===== config.mk =====
export PLATFORM = sky130hd
export DESIGN_NAME = dma_controller
export DESIGN_NICKNAME = d
export VERILOG_FILES = /design/src/rtl/dma_controller_pkg.sv /design/src/rtl/dma_controller.sv
export SDC_FILE = /design/constraint.sdc
export NUM_CORES = 1
export LEC_CHECK = 0
export CAP_MARGIN = 0
export CORE_MARGIN = 5
export CORE_UTILIZATION = 41
export CTS_CLUSTER_SIZE = 16
export DETAILED_ROUTE_END_ITERATION = 6
export PLACE_DENSITY_LB_ADDON = 0.15
export SLEW_MARGIN = 10
export SYNTH_ARGS = -nofsm -noshare
export SYNTH_HDL_FRONTEND = slang
export SYNTH_SLANG_ARGS = --single-unit

===== constraint.sdc =====
create_clock -name clk -period 2.2 [get_ports clk]
set_clock_uncertainty 0.2 [all_clocks]
set_input_delay 0.44 -clock clk [delete_from_list [all_inputs] [get_ports clk]]
set_output_delay 0.44 -clock clk [all_outputs]
set_load 0.005 [all_outputs]

===== src/rtl/dma_controller_pkg.sv =====
// rtl/dma_controller_pkg.sv - state encodings and line geometry for the DMA controller
package dma_controller_pkg;

    localparam logic [2:0] ST_IDLE     = 3'd0;
    localparam logic [2:0] ST_INT      = 3'd1;
    localparam logic [2:0] ST_WAIT_CMD = 3'd2;
    localparam logic [2:0] ST_REQ      = 3'd3;
    localparam logic [2:0] ST_FETCH    = 3'd4;
    localparam logic [2:0] ST_WRITE    = 3'd5;
    localparam logic [2:0] ST_NEXT     = 3'd6;
    localparam logic [2:0] ST_DONE     = 3'd7;

    localparam int DMA_LINE_WORDS = 4;

    typedef enum logic [2:0] {
        S_IDLE     = ST_IDLE,
        S_INT      = ST_INT,
        S_WAIT_CMD = ST_WAIT_CMD,
        S_REQ      = ST_REQ,
        S_FETCH    = ST_FETCH,
        S_WRITE    = ST_WRITE,
        S_NEXT     = ST_NEXT,
        S_DONE     = ST_DONE
    } dma_state_t;

endpackage


===== src/rtl/dma_controller.sv =====
// rtl/dma_controller.sv - bus-mastering DMA engine writing device lines into data memory
module dma_controller
    import dma_controller_pkg::*;
#(
    parameter int                  WORD_SIZE   = 16,
    parameter logic [WORD_SIZE-1:0] BASE_ADDR  = 16'h01F4,
    parameter int                  LENGTH      = 12,
    parameter int                  MEM_LATENCY = 2
) (
    input  logic                                 clk,
    input  logic                                 reset,
    input  logic                                 dev_req,
    input  logic                                 dev_valid,
    input  logic [DMA_LINE_WORDS*WORD_SIZE-1:0]  dev_data,
    output logic                                 dev_ready,
    output logic                                 dma_start_int,
    input  logic                                 cmd,
    output logic                                 BR,
    input  logic                                 BG,
    output logic [WORD_SIZE-1:0]                 d_address,
    output logic                                 d_writeM,
    output logic [DMA_LINE_WORDS*WORD_SIZE-1:0]  d_data,
    output logic                                 dma_end_int
);

    localparam int NUM_BLOCKS = LENGTH / DMA_LINE_WORDS;
    localparam int BLK_W      = $clog2(NUM_BLOCKS + 1);
    localparam int LAT_W      = $clog2(MEM_LATENCY + 1);
    localparam int LINE_W     = DMA_LINE_WORDS * WORD_SIZE;

    dma_state_t           state;
    dma_state_t           state_next;
    logic [BLK_W-1:0]     blk;
    logic [BLK_W-1:0]     blk_inc;
    logic [LAT_W-1:0]     lat_cnt;
    logic [LINE_W-1:0]    line_buf;
    logic                 dev_req_q;
    logic                 dev_req_rise;

    assign blk_inc      = blk + 1'b1;
    assign dev_req_rise = dev_req && !dev_req_q;

    // State register plus the datapath registers owned by each state
    always_ff @(posedge clk) begin
        if (reset) begin
            state     <= S_IDLE;
            blk       <= '0;
            lat_cnt   <= '0;
            line_buf  <= '0;
            dev_req_q <= 1'b0;
        end else begin
            state     <= state_next;
            dev_req_q <= dev_req;
            case (state)
                S_WAIT_CMD: blk <= '0;
                S_FETCH: begin
                    if (dev_valid) begin
                        line_buf <= dev_data;
                        lat_cnt  <= LAT_W'(MEM_LATENCY - 1);
                    end
                end
                S_WRITE: begin
                    if (lat_cnt != '0) begin
                        lat_cnt <= lat_cnt - 1'b1;
                    end
                end
                S_NEXT:  blk <= blk_inc;
                default: ;
            endcase
        end
    end

    // Next-state decode; BG is only looked at in REQ and between lines
    always_comb begin
        state_next = state;
        case (state)
            S_IDLE:     if (dev_req_rise) state_next = S_INT;
            S_INT:      state_next = S_WAIT_CMD;
            S_WAIT_CMD: if (cmd) state_next = S_REQ;
            S_REQ:      if (BG) state_next = S_FETCH;
            S_FETCH:    if (dev_valid) state_next = S_WRITE;
            S_WRITE:    if (lat_cnt == '0) state_next = S_NEXT;
            S_NEXT: begin
                if (blk_inc == BLK_W'(NUM_BLOCKS)) begin
                    state_next = S_DONE;
                end else if (BG) begin
                    state_next = S_FETCH;
                end else begin
                    state_next = S_REQ;
                end
            end
            S_DONE:     state_next = S_IDLE;
            default:    state_next = S_IDLE;
        endcase
    end

    // Outputs decoded purely from registered state so no input reaches an output
    always_comb begin
        dma_start_int = (state == S_INT);
        dma_end_int   = (state == S_DONE);
        dev_ready     = (state == S_FETCH);
        d_writeM      = (state == S_WRITE);
        BR            = (state == S_REQ) || (state == S_FETCH) ||
                        (state == S_WRITE) || (state == S_NEXT);
        d_address     = '0;
        d_data        = '0;
        if (state == S_WRITE) begin
            d_address = BASE_ADDR + (WORD_SIZE'(blk) << 2);
            d_data    = line_buf;
        end
    end

endmodule

# --- Word level (Yosys, flattened, before mapping) ---
# Index checks and enable logic that the tools add are counted.
totals:
  romBits: 0
  latchBits: 0
  out_inout_bits: 85
  ff_bits: 72
  memories: 0
  ramBits: 0
classes:
  eq_ne: 14
  n_lt_le_gt_ge: 0
  add_sub_neg: 3
  mux: 14
  reduce_logical: 13
  bitwise: 0
  shifts: 0
  n_mul: 0
  n_div: 0
ops:
  columns: ["operator", "count"]
  rows:
  - ["$mux W64", 1]
  - ["$pmux W3 S8", 1]
  - ["$mux W3", 7]
  - ["$eq A3 B3 Y1 const B", 4]
  - ["$add A9 B4 Y10 const A", 1]
  - ["$mux W10", 1]
  - ["$ne A2 B2 Y1 const B", 4]
  - ["$pmux W2 S2", 2]
  - ["$eq A3 B2 Y1 const B", 2]
  - ["$reduce_bool A2 Y1", 3]
  - ["$reduce_and A5 Y1", 1]
  - ["$mux W2", 2]
  - ["$ne A2 B1 Y1 const B", 2]
  - ["$eq A3 B1 Y1 const B", 1]
  - ["$logic_not A3 Y1", 1]
  - ["$logic_or A1 B1 Y1", 3]
  - ["$reduce_and A3 Y1", 1]
  - ["$add A2 B1 Y2 const B", 1]
  - ["$eq A2 B2 Y1 const B", 1]
  - ["$logic_not A2 Y1", 1]
  - ["$reduce_and A2 Y1", 1]
  - ["$sub A2 B1 Y2 const B", 1]
  - ["$logic_and A1 B1 Y1", 1]
  - ["$logic_not A1 Y1", 1]

# --- Depth between registers and ports, before layout ---
# Gate-level depths: netlist of run 1.
depth:
  ltp_word: 4
  ltp_mapped: 6
  depth_no_buf: 6

# --- Least setup slack after synthesis of run 1 ---
# Ideal clock, no wire load.
synth_timing:
  kind: "register -> output"
  start: "register state[1]"
  end: "output port d_data[23]"
  path_stages_with_launch: 5
  slack_ps: 450
  t_arrival_ps: 1110
  required_ps: 1560
  n_path_buf: 2
  path_cell_list: "dfxtp_1 -> and2b_1 -> clkbuf_2 -> clkbuf_1 -> and3_1"
synth_between:
  elab_chain_cells: 2
synth_lines:
  columns: ["element", "line", "rtl"]
  rows:
  - ["start, declared", "dma_controller.sv:31", "dma_state_t state;"]
  - ["start signal, assigned", "dma_controller.sv:52", "state <= state_next;"]
  - ["$eq A3 B3 Y1", "dma_controller.sv:107", "if (state == S_WRITE) begin"]
  - ["$mux W64", "dma_controller.sv:107", null]
  - ["end, declared", "dma_controller.sv:22", "output logic [DMA_LINE_WORDS*WORD_SIZE-1:0] d_data,"]
# No other way between the ends.

# --- Final worst setup path of run 1 ---
layout_timing:
  start: "register state[1]"
  end: "output port d_writeM"
layout_between:
  elab_chain_cells: 1
layout_lines:
  columns: ["element", "line", "rtl"]
  rows:
  - ["$eq A3 B3 Y1", "dma_controller.sv:102", "d_writeM = (state == S_WRITE);"]
  - ["end, declared", "dma_controller.sv:21", "output logic d_writeM,"]
# No other way between the ends.

==> results of run 1 <==
## per-layer routing
| metal | GRT usage (%) | part of all wire [%] |
|---|---|---|
| met5 | 0 | 0 |
| met4 | 5.46 | 1.2 |
| met3 | 5.68 | 6.9 |
| met2 | 32.5 | 50 |
| met1 | 24.1 | 42 |
## how the worst min path moves through the flow
stage                                    startpoint  cells after the start                   endpoint
after floorplan           line_buf[12]$_SDFFE_PP0P_                      2  line_buf[12]$_SDFFE_PP0P_
after global placement    line_buf[29]$_SDFFE_PP0P_                      2  line_buf[29]$_SDFFE_PP0P_
after detailed placement  line_buf[41]$_SDFFE_PP0P_                      2  line_buf[41]$_SDFFE_PP0P_
after CTS                 line_buf[51]$_SDFFE_PP0P_                      2  line_buf[51]$_SDFFE_PP0P_
after global routing       line_buf[5]$_SDFFE_PP0P_                      2   line_buf[5]$_SDFFE_PP0P_
final                     line_buf[42]$_SDFFE_PP0P_                      2  line_buf[42]$_SDFFE_PP0P_
## report_power, final
| group | switching, mW | leakage (nW) | internal [mW] |
|---|---|---|---|
| clock | 0.477 | 0.0941 | 0.520 |
| sequential | 0.00558 | 0.581 | 1.31 |
| combinational | 0.126 | 1.82 | 0.186 |
## registers in the layout, indices dropped and copies added, names as in the netlist
register / flops
line_buf: 64
blk: 2
state: 3
lat_cnt: 2
dev_req_q: 1
## metrics by stage
| stage | setup WS (ns) | total power, mW | instance area (um2) |
|---|---|---|---|
| final | -0.163 | 2.63 | 5070 |
| after global routing | -0.236 | 2.74 | 5070 |
| after CTS | -0.288 | 2.64 | 4980 |
| after detailed placement | 0.0671 | 1.62 | 4790 |
| after global placement | 0.0974 | 1.62 | 4790 |
| after floorplan | 0.450 | 1.45 | 3310 |
## worst max-delay path, delay by kind of cell (launching register included)
family	cells	cell delay, ns
AND/OR/NAND/NOR	2	0.40
flip-flops	1	0.31
buffers and inverters	3	0.68
## cell type report
cell class	instances	area, um2
Sequential cell	72	1450
Clock inverter	4	45.0
Multi-Input combinational cell	316	1590
Tap cell	102	128
Timing Repair Buffer	178	1710
Inverter	6	22.5
Clock buffer	12	135
Fill cell	717	2690
## logic make-up (layout without fill, tap and decap cells)
group	Yosys count	count (layout)	share of synthesized area (%)
other	1	8	0.114
buffers and inverters	56	200	9.44
xor gates and xnor gates	1	1	0.267
adders and majority gates	3	3	1.14
and+or+nand+nor	224	224	32.1
DFF	72	72	43.9
muxes	2	2	0.647
AOI/OAI and AO/OA	78	78	12.4
## repair_timing
item,4_1_cts,5_1_grt
setup buffers,3,11
gates resized for setup,74,62
hold buffers,0,0
pin swaps,0,1
endpoints found under the setup margin,77,75
gates cloned,1,2
## synthesized netlist by cell type
master	number
nand3_1	2
nor2b_1	2
o32ai_1	1
buf_6	7
and2_1	1
mux2_2	1
buf_2	1
o21ai_0	4
xnor2_1	1
clkbuf_2	1
clkbuf_1	29
inv_1	6
a211oi_1	1
and3_1	66
o211ai_1	1
ha_1	3
nor3b_1	5
nand2b_1	2
buf_4	12
a21oi_1	69
conb_1	1
nor3b_2	1
nor2_1	10
dfxtp_1	72
a221oi_1	1
or3_1	1
and2b_1	1
mux2i_1	1
nand2_1	132
nor3_1	1
a211o_1	1
==> reports/metrics.yaml, run 1 <==
run_status:
  status: "complete, but fails checks"
  violations: "negative setup slack"
floorplanning:
  ios: 155
  dieWidth_um: 99.5
  rows: 32
  die_y_um: 99.5
  core_area_um2: 7770
  start_util_pct: 42.3
  dieArea_um2: 9900
final_layout:
  drive_gt1_share_pct: 13.4
  nNetsFinal: 656
  layout_commonest_cell: "nand2_1"
  final_util_pct: 65.3
  area_growth_pct: 54.4
  final_cell_mix: "nand2_1 (130), dfxtp_1 (71), clkdlybuf4s50_1 (70)"
  fin_cells: 690
  diodes: 0
global_route:
  grt_antenna_before_repair: 0
  grt_pass1_vias: 3246
  grt_pass1_wl_um: 15600
  grt-ovfl-total: 0
  grt_start_max_net_pins: 48
  grt_usage_pct: 19.3
routing:
  wl_um: 10100
  vias_per_cell: 4.97
  routedWlPerCell_um: 14.7
  drtAntennaViolNets: 0
  dr.pass1.iters: 4
  drt_iter0_drc: 143
  drc: 0
  via_count: 3430
worst_setup_path:
  crit_fanout: 5
  cp.required_ns: 1.56
  crit_path_start_kind: "register"
  reg2reg_slack_ns: 0.30
  endpoint: "d_writeM"
  crit_type: "reg2out"
  arrival_ns: 1.72
  cp_slowest_stage_delay_ns: 0.49
  worstReg2RegStart: "state[0]$_SDFFE_PP0P_"
  cp_cell_sequence: "and2b_4 -> nand2_2 -> buf_4 -> inv_1 -> clkdlybuf4s50_1"
  end_kind: "output pin"
  crit_path_top_delay_cell: "clkdlybuf4s50_1"
  timing.rr.end: "line_buf[16]$_SDFFE_PP0P_"
  startpoint: "state[1]$_SDFFE_PP0P_"
  r2r_cells: 7
power:
  ir_worst_vdd_mv: 0.299
  p_per_area_nw_per_um2: 518
  leakagePower_nw: 2.50
timing:
  timing.final.hold_violations: 0
  drv_slew: 0
  final-setup-viol-count: 42
  worst_slack_ns: -0.163
  worst_hold_slack_ns: 0.250
  relSlewSlack_pct: 63.7
  fmax_mhz: 423
  rsz0062_at_grt: "yes"
  worst_pin_slew_ns: 0.544
  finalCritPeriodShare_pct: 107
  period_needed_ns: 2.36
  tns_ns: -3.38
yosys:
  yosys_warnings: 0
  netlist_area_um2: 3290
  synthTopCellsByArea: "dfxtp_1 (44%), nand2_1 (15%), and3_1 (13%)"
  seq_area_frac_synth_pct: 43.9
  netlist_instances: 437
  synth_top_area_share_pct: 43.9
  yosysTopAreaCell: "dfxtp_1"
  synth.avg_cell_area_um2: 7.52
  synth.distinct_cells: 31
  ys_ff_latch: 72
clock_network:
  htree_levels: 3
  clk_latency_ns: 0.34
  cts_tree: "yes"
  path_clk_slew_ns: 0.07
  cts_root_buf: "clkbuf_8"
  clock_path_buffers: 2
  numCtsBuffers: 9
  cts_sinks: 72
place:
  dpl.hpwl_um: 6480
  routabilityCongestion: 0.843
  dp_cells: 657
  portBuffers: 146
job:
  cap_violations: 0
min_path:
  hold_path.class: "reg2reg"
Power figures use the tool's default switching activity.
==> inputs of run 2 (changes only) <==
--- a/config.mk
+++ b/config.mk
@@ -11,7 +11,8 @@
 export CTS_CLUSTER_SIZE = 16
 export DETAILED_ROUTE_END_ITERATION = 6
 export PLACE_DENSITY_LB_ADDON = 0.15
-export SLEW_MARGIN = 10
+export SETUP_SLACK_MARGIN = 0.4
+export SLEW_MARGIN = 30
 export SYNTH_ARGS = -nofsm -noshare
 export SYNTH_HDL_FRONTEND = slang
 export SYNTH_SLANG_ARGS = --single-unit
==> reports/metrics.yaml, run 2 (synthesized netlist as in run 1, its figures left out) <==
run_status:
  status: "complete, but fails checks"
  violations: "negative setup slack"
global_route:
  grt-ovfl-total: 0  # unchanged
  grt_antenna_before_repair: 0  # unchanged
  grt_usage_pct: 20.0  # +0.65 points
  grt_start_max_net_pins: 48  # unchanged
  grt_pass1_vias: 3341  # +2.9%
  grt_pass1_wl_um: 16100  # +3.1%
place:
  dp_cells: 657  # unchanged
  dpl_cell_area_um2: 4790  # unchanged
  dpl.hpwl_um: 6480  # unchanged
  routabilityCongestion: 0.843  # unchanged
  portBuffers: 146  # unchanged
clock_network:
  cts_root_buf: "clkbuf_8"
  cts_tree: "yes"
  path_clk_slew_ns: 0.08  # about the same
  cts_sinks: 72  # unchanged
  clock_path_buffers: 2  # unchanged
  clk_latency_ns: 0.34  # about the same
  numCtsBuffers: 9  # unchanged
  htree_levels: 3  # unchanged
timing:
  timing.final.hold_violations: 0  # unchanged
  worst_slack_ns: -0.0873  # +0.0756 ns
  final-setup-viol-count: 37  # -12%
  fmax_mhz: 437  # +3.3%
  relSlewSlack_pct: 51.0  # -13 points
  period_needed_ns: 2.29  # -0.0756 ns
  rsz0062_at_grt: "yes"
  worst_pin_slew_ns: 0.735  # +0.191 ns
  finalCritPeriodShare_pct: 104  # -3.4 points
  drv_slew: 0  # unchanged
  tns_ns: -1.50  # +1.88 ns
  worst_hold_slack_ns: 0.254  # +0.00445 ns
routing:
  routedWlPerCell_um: 19.4  # +32%
  drt_iter0_drc: 174  # +22%
  top_layer: "met4"
  met1_length_um: 5630  # +32%
  via_count: 3894  # +14%
  vias_per_cell: 5.38  # +8.2%
  dr.pass1.iters: 4  # unchanged
  drtAntennaViolNets: 0  # unchanged
  dr_wl_met2_um: 6940  # +37%
  routed-wl-met3_um: 1000  # +43%
  drc: 0  # unchanged
  wl_um: 14000  # +38%
floorplanning:
  rows: 32  # unchanged
  core_area_um2: 7770  # unchanged
  die_y_um: 99.5  # unchanged
  ios: 155  # unchanged
  dieArea_um2: 9900  # unchanged
  start_util_pct: 42.3  # unchanged
  dieWidth_um: 99.5  # unchanged
worst_setup_path:
  crit_fanout: 8  # +3
  end_kind: "output pin"
  crit_type: "reg2out"
  crit_path_top_delay_cell: "dfxtp_2"
  cp.required_ns: 1.56  # about the same
  r2r_cells: 8  # +1
  reg2reg_slack_ns: 0.30  # about the same
  crit_top_cell: "buf_6"
  timing.rr.end: "lat_cnt[1]$_SDFFE_PP0P_"
  cp_cell_sequence: "and2b_4 -> buf_6 -> buf_6 -> buf_8 -> and3_1 -> buf_2"
  cp_slowest_stage_delay_ns: 0.32  # -0.17 ns
  arrival_ns: 1.65  # -0.07 ns
  worstReg2RegStart: "state[1]$_SDFFE_PP0P_"
  crit_path_start_kind: "register"
final_layout:
  fin_cells: 724  # +4.9%
  design_area_um2: 6500  # +28%
  n_fill_cell: 437  # -39%
  diodes: 0  # unchanged
  area_growth_pct: 97.7
  layout.area.seq_um2: 1450  # +0.17%
  drive_gt1_share_pct: 51.3  # +38 points
  final_cell_mix: "nand2_1 (82), dfxtp_1 (69), clkdlybuf4s50_1 (68)"
  layout_commonest_cell: "nand2_1"
  largest_register_ffs: 64  # unchanged
  largest-register: "line_buf"
  multi_input_area_um2: 2400  # +51%
  nNetsFinal: 690  # +5.2%
  largestRegisters: "line_buf (64), state (3)"
  final_util_pct: 83.6  # +18 points
min_path:
  min_from: "line_buf[56]$_SDFFE_PP0P_"
  min_path_cells: 2  # unchanged
  worstHoldEndpoint: "line_buf[56]$_SDFFE_PP0P_"
  hold_path.class: "reg2reg"
job:
  cap_violations: 0  # unchanged
power:
  p_per_area_nw_per_um2: 429  # -17%
  ir_worst_vdd_mv: 0.302  # +0.94%
  leakagePower_nw: 2.89  # +16%
## run 2: power by group
part	leakage, nW	total, mW	switching (mW)	internal (mW)
registers	0.582	1.32	0.00927	1.31
logic	2.21	0.448	0.207	0.241
clock network	0.0941	1.02	0.497	0.520
## run 2: through the flow
step	total power, mW	worst slack [ns]
finish	2.79	-0.0873
global route	2.88	-0.162
CTS	2.68	-0.285
detailed placement	1.62	0.0671
global placement	1.62	0.0974
floorplan	1.45	0.450
## run 2: repair_timing
item / 4_1_cts / 5_1_grt
gates resized for setup: 122 / 400
gates cloned: 2 / 16
setup endpoints to repair: 77 / 143
hold buffers: 0 / 0
pin swaps: 3 / 111
buffers inserted: 12 / 21
endpoints found under the hold margin: 0 / 0
## run 2: layout make-up
cell class                 count  area share [%]
clock inverter                 4           0.693
multi-input combinational    316            37.0
clock buffer                  12            2.08
timing repair buffer         212            35.6
sequential                    72            22.3
tap                          102            1.96
inverter                       6           0.404
## run 2: how the worst max path moves through the flow
stage	startpoint	to	slack (ns)	cells past startpoint
2_1_floorplan	state[1]$_SDFFE_PP0P_	d_data[23]	0.45	4
3_3_place_gp	state[1]$_SDFFE_PP0P_	d_data[33]	0.1	4
3_5_place_dp	state[1]$_SDFFE_PP0P_	d_address[5]	0.07	4
4_1_cts	state[1]$_SDFFE_PP0P_	d_data[33]	-0.29	4
5_1_grt	state[1]$_SDFFE_PP0P_	d_data[31]	-0.16	6
6_report	state[1]$_SDFFE_PP0P_	d_data[31]	-0.09	6
## run 2: routing by layer
metal	GRT usage (%)	vias to the layer above
li1	-	1798
met1	25.2	1873
met2	33.4	185
met3	5.75	38
met4	5.46	0
met5	0	-
## run 2: worst max-delay path, delay by kind of cell, from the launching register on
kind,cells,cell delay [ns]
flops,1,0.32
buf+inv,4,0.51
simple gates,2,0.47
==> inputs of run 3 (changes only) <==
--- a/config.mk
+++ b/config.mk
@@ -8,9 +8,8 @@
 export CAP_MARGIN = 0
 export CORE_MARGIN = 5
 export CORE_UTILIZATION = 41
-export CTS_CLUSTER_SIZE = 16
 export DETAILED_ROUTE_END_ITERATION = 6
-export PLACE_DENSITY_LB_ADDON = 0.15
+export PLACE_DENSITY = 0.84
 export SETUP_SLACK_MARGIN = 0.4
 export SLEW_MARGIN = 30
 export SYNTH_ARGS = -nofsm -noshare
==> reports/metrics.yaml, run 3 (synthesized netlist as in run 1, its figures left out) <==
final_layout:
  n_fill_cell: 589  # +35%
  fin_cells: 709  # -2.1%
  drive_gt1_share_pct: 34.6  # -17 points
  area_growth_pct: 74.4
  layout_commonest_cell: "nand2_1"
  final_util_pct: 73.8  # -9.8 points
  design_area_um2: 5730  # -12%
  nNetsFinal: 678  # -1.7%
  largest_register_ffs: 64  # unchanged
  largest-register: "line_buf"
  diodes: 0  # unchanged
  largestRegisters: "line_buf (64), state (3)"
  final_cell_mix: "nand2_1 (121), dfxtp_1 (68), clkdlybuf4s50_1 (68)"
place:
  post-place-ws_ns: 0.0472  # -0.0199 ns
  dpl_cell_area_um2: 4770  # -0.39%
  dpl.hpwl_um: 6880  # +6.2%
  dp_cells: 658  # +0.15%
  routabilityCongestion: 0.778  # -7.7%
  portBuffers: 146  # unchanged
clock_network:
  path_clk_slew_ns: 0.07  # about the same
  numCtsBuffers: 9  # unchanged
  clock_path_buffers: 2  # unchanged
  cts_sinks: 72  # unchanged
  clk_latency_ns: 0.35  # about the same
  htree_levels: 3  # unchanged
  cts_root_buf: "clkbuf_8"
  cts_tree: "yes"
power:
  sw_frac_of_total_pct: 23.6  # -2.0 points
  leakagePower_nw: 2.58  # -11%
  power_mw: 2.68  # -4.0%
  p_switching_mw: 0.631  # -12%
  power_frac_seq_pct: 49.4  # +2.0 points
  clkPwrFrac_pct: 36.6  # about the same
  combPwrFrac_pct: 14.0  # -2.1 points
  p_per_area_nw_per_um2: 467  # +8.8%
  internal_power_mw: 2.04  # -1.5%
  ir_worst_vdd_mv: 0.372  # +23%
floorplanning:
  core_area_um2: 7770  # unchanged
  dieWidth_um: 99.5  # unchanged
  dieArea_um2: 9900  # unchanged
  rows: 32  # unchanged
  die_y_um: 99.5  # unchanged
  ios: 155  # unchanged
  start_util_pct: 42.3  # unchanged
run_status:
  violations: "negative setup slack"
  status: "complete, but fails checks"
global_route:
  grt_usage_pct: 19.9  # -0.047 points
  grt_antenna_before_repair: 0  # unchanged
  grt-ovfl-total: 0  # unchanged
  grt_pass1_wl_um: 16100  # +0.52%
  grt_pass1_vias: 3369  # +0.84%
  grt_start_max_net_pins: 51  # +6.3%
worst_setup_path:
  reg2reg_slack_ns: 0.33  # +0.03 ns
  crit_fanout: 11  # +3
  cp.required_ns: 1.56  # about the same
  end_kind: "output pin"
  crit_type: "reg2out"
  arrival_ns: 1.64  # about the same
  crit_path_start_kind: "register"
timing:
  relSlewSlack_pct: 63.0  # +12 points
  tns_ns: -1.43  # +0.0657 ns
  timing.final.hold_violations: 0  # unchanged
  worst_pin_slew_ns: 0.555  # -0.179 ns
  worst_hold_slack_ns: 0.254  # -0.000153 ns
  final-setup-viol-count: 40  # +8.1%
  rsz0062_at_grt: "yes"
  finalCritPeriodShare_pct: 104  # -0.28 points
  period_needed_ns: 2.28  # -0.00610 ns
  fmax_mhz: 438  # +0.27%
  drv_slew: 0  # unchanged
  worst_slack_ns: -0.0812  # +0.00610 ns
routing:
  via_count: 3760  # -3.4%
  drc: 0  # unchanged
  vias_per_cell: 5.30  # -1.4%
  drt_iter0_drc: 131  # -25%
  wl_um: 12500  # -11%
  routedWlPerCell_um: 17.6  # -8.8%
  drtAntennaViolNets: 0  # unchanged
  dr.pass1.iters: 4  # unchanged
min_path:
  hold_path.class: "reg2reg"
job:
  cap_violations: 0  # unchanged
run 3: worst max-delay path, cell delays in order, from the launching register on:
cell,delay (ns)
dfxtp_2,0.32
and2b_4,0.31
buf_6,0.13
buf_4,0.11
buf_12,0.11
and3_1,0.18
buf_2,0.13
run 3: power by group through the flow:
stage	logic (mW)	clock network, mW	registers (mW)
finish	0.375	0.979	1.32
global route	0.395	1.06	1.32
CTS	0.325	0.986	1.32
detailed placement	0.257	0	1.35
global placement	0.252	0	1.35
floorplan	0.104	0	1.35
run 3: repair_timing:
item	in CTS	in global routing
setup endpoints to repair	77	134
buffers inserted	11	10
hold buffers	0	0
hold endpoints to repair	0	0
pin swaps	2	26
gates cloned	2	15
resized for setup	58	296
run 3: area by class of cell:
class                           count  area, um2  area share (%)
Multi-Input combinational cell    317       1890            33.0
Inverter                            6       22.5           0.393
Sequential cell                    72       1450            25.3
Timing Repair Buffer              199       2060            35.9
Tap cell                          102        128            2.23
Clock buffer                       13        179            3.12
run 3: metal layers:
metal / routed length, um / global-route usage (%) / vias to the layer above
met2: 6290 / 34.0 / 166
met3: 889 / 6.24 / 30
met4: 316 / 7.77 / 0
li1: - / - / 1767
met1: 5020 / 23.3 / 1797
met5: 0 / 0 / -
run 3: final timing paths:
path	startpoint	to	depth (start not counted)
hold / removal	line_buf[22]$_SDFFE_PP0P_	line_buf[22]$_SDFFE_PP0P_	2
hold reg to reg	line_buf[22]$_SDFFE_PP0P_	line_buf[22]$_SDFFE_PP0P_	2
setup reg to reg	state[2]$_SDFFE_PP0P_	line_buf[0]$_SDFFE_PP0P_	8
setup / recovery	state[1]$_SDFFE_PP0P_	d_data[10]	6
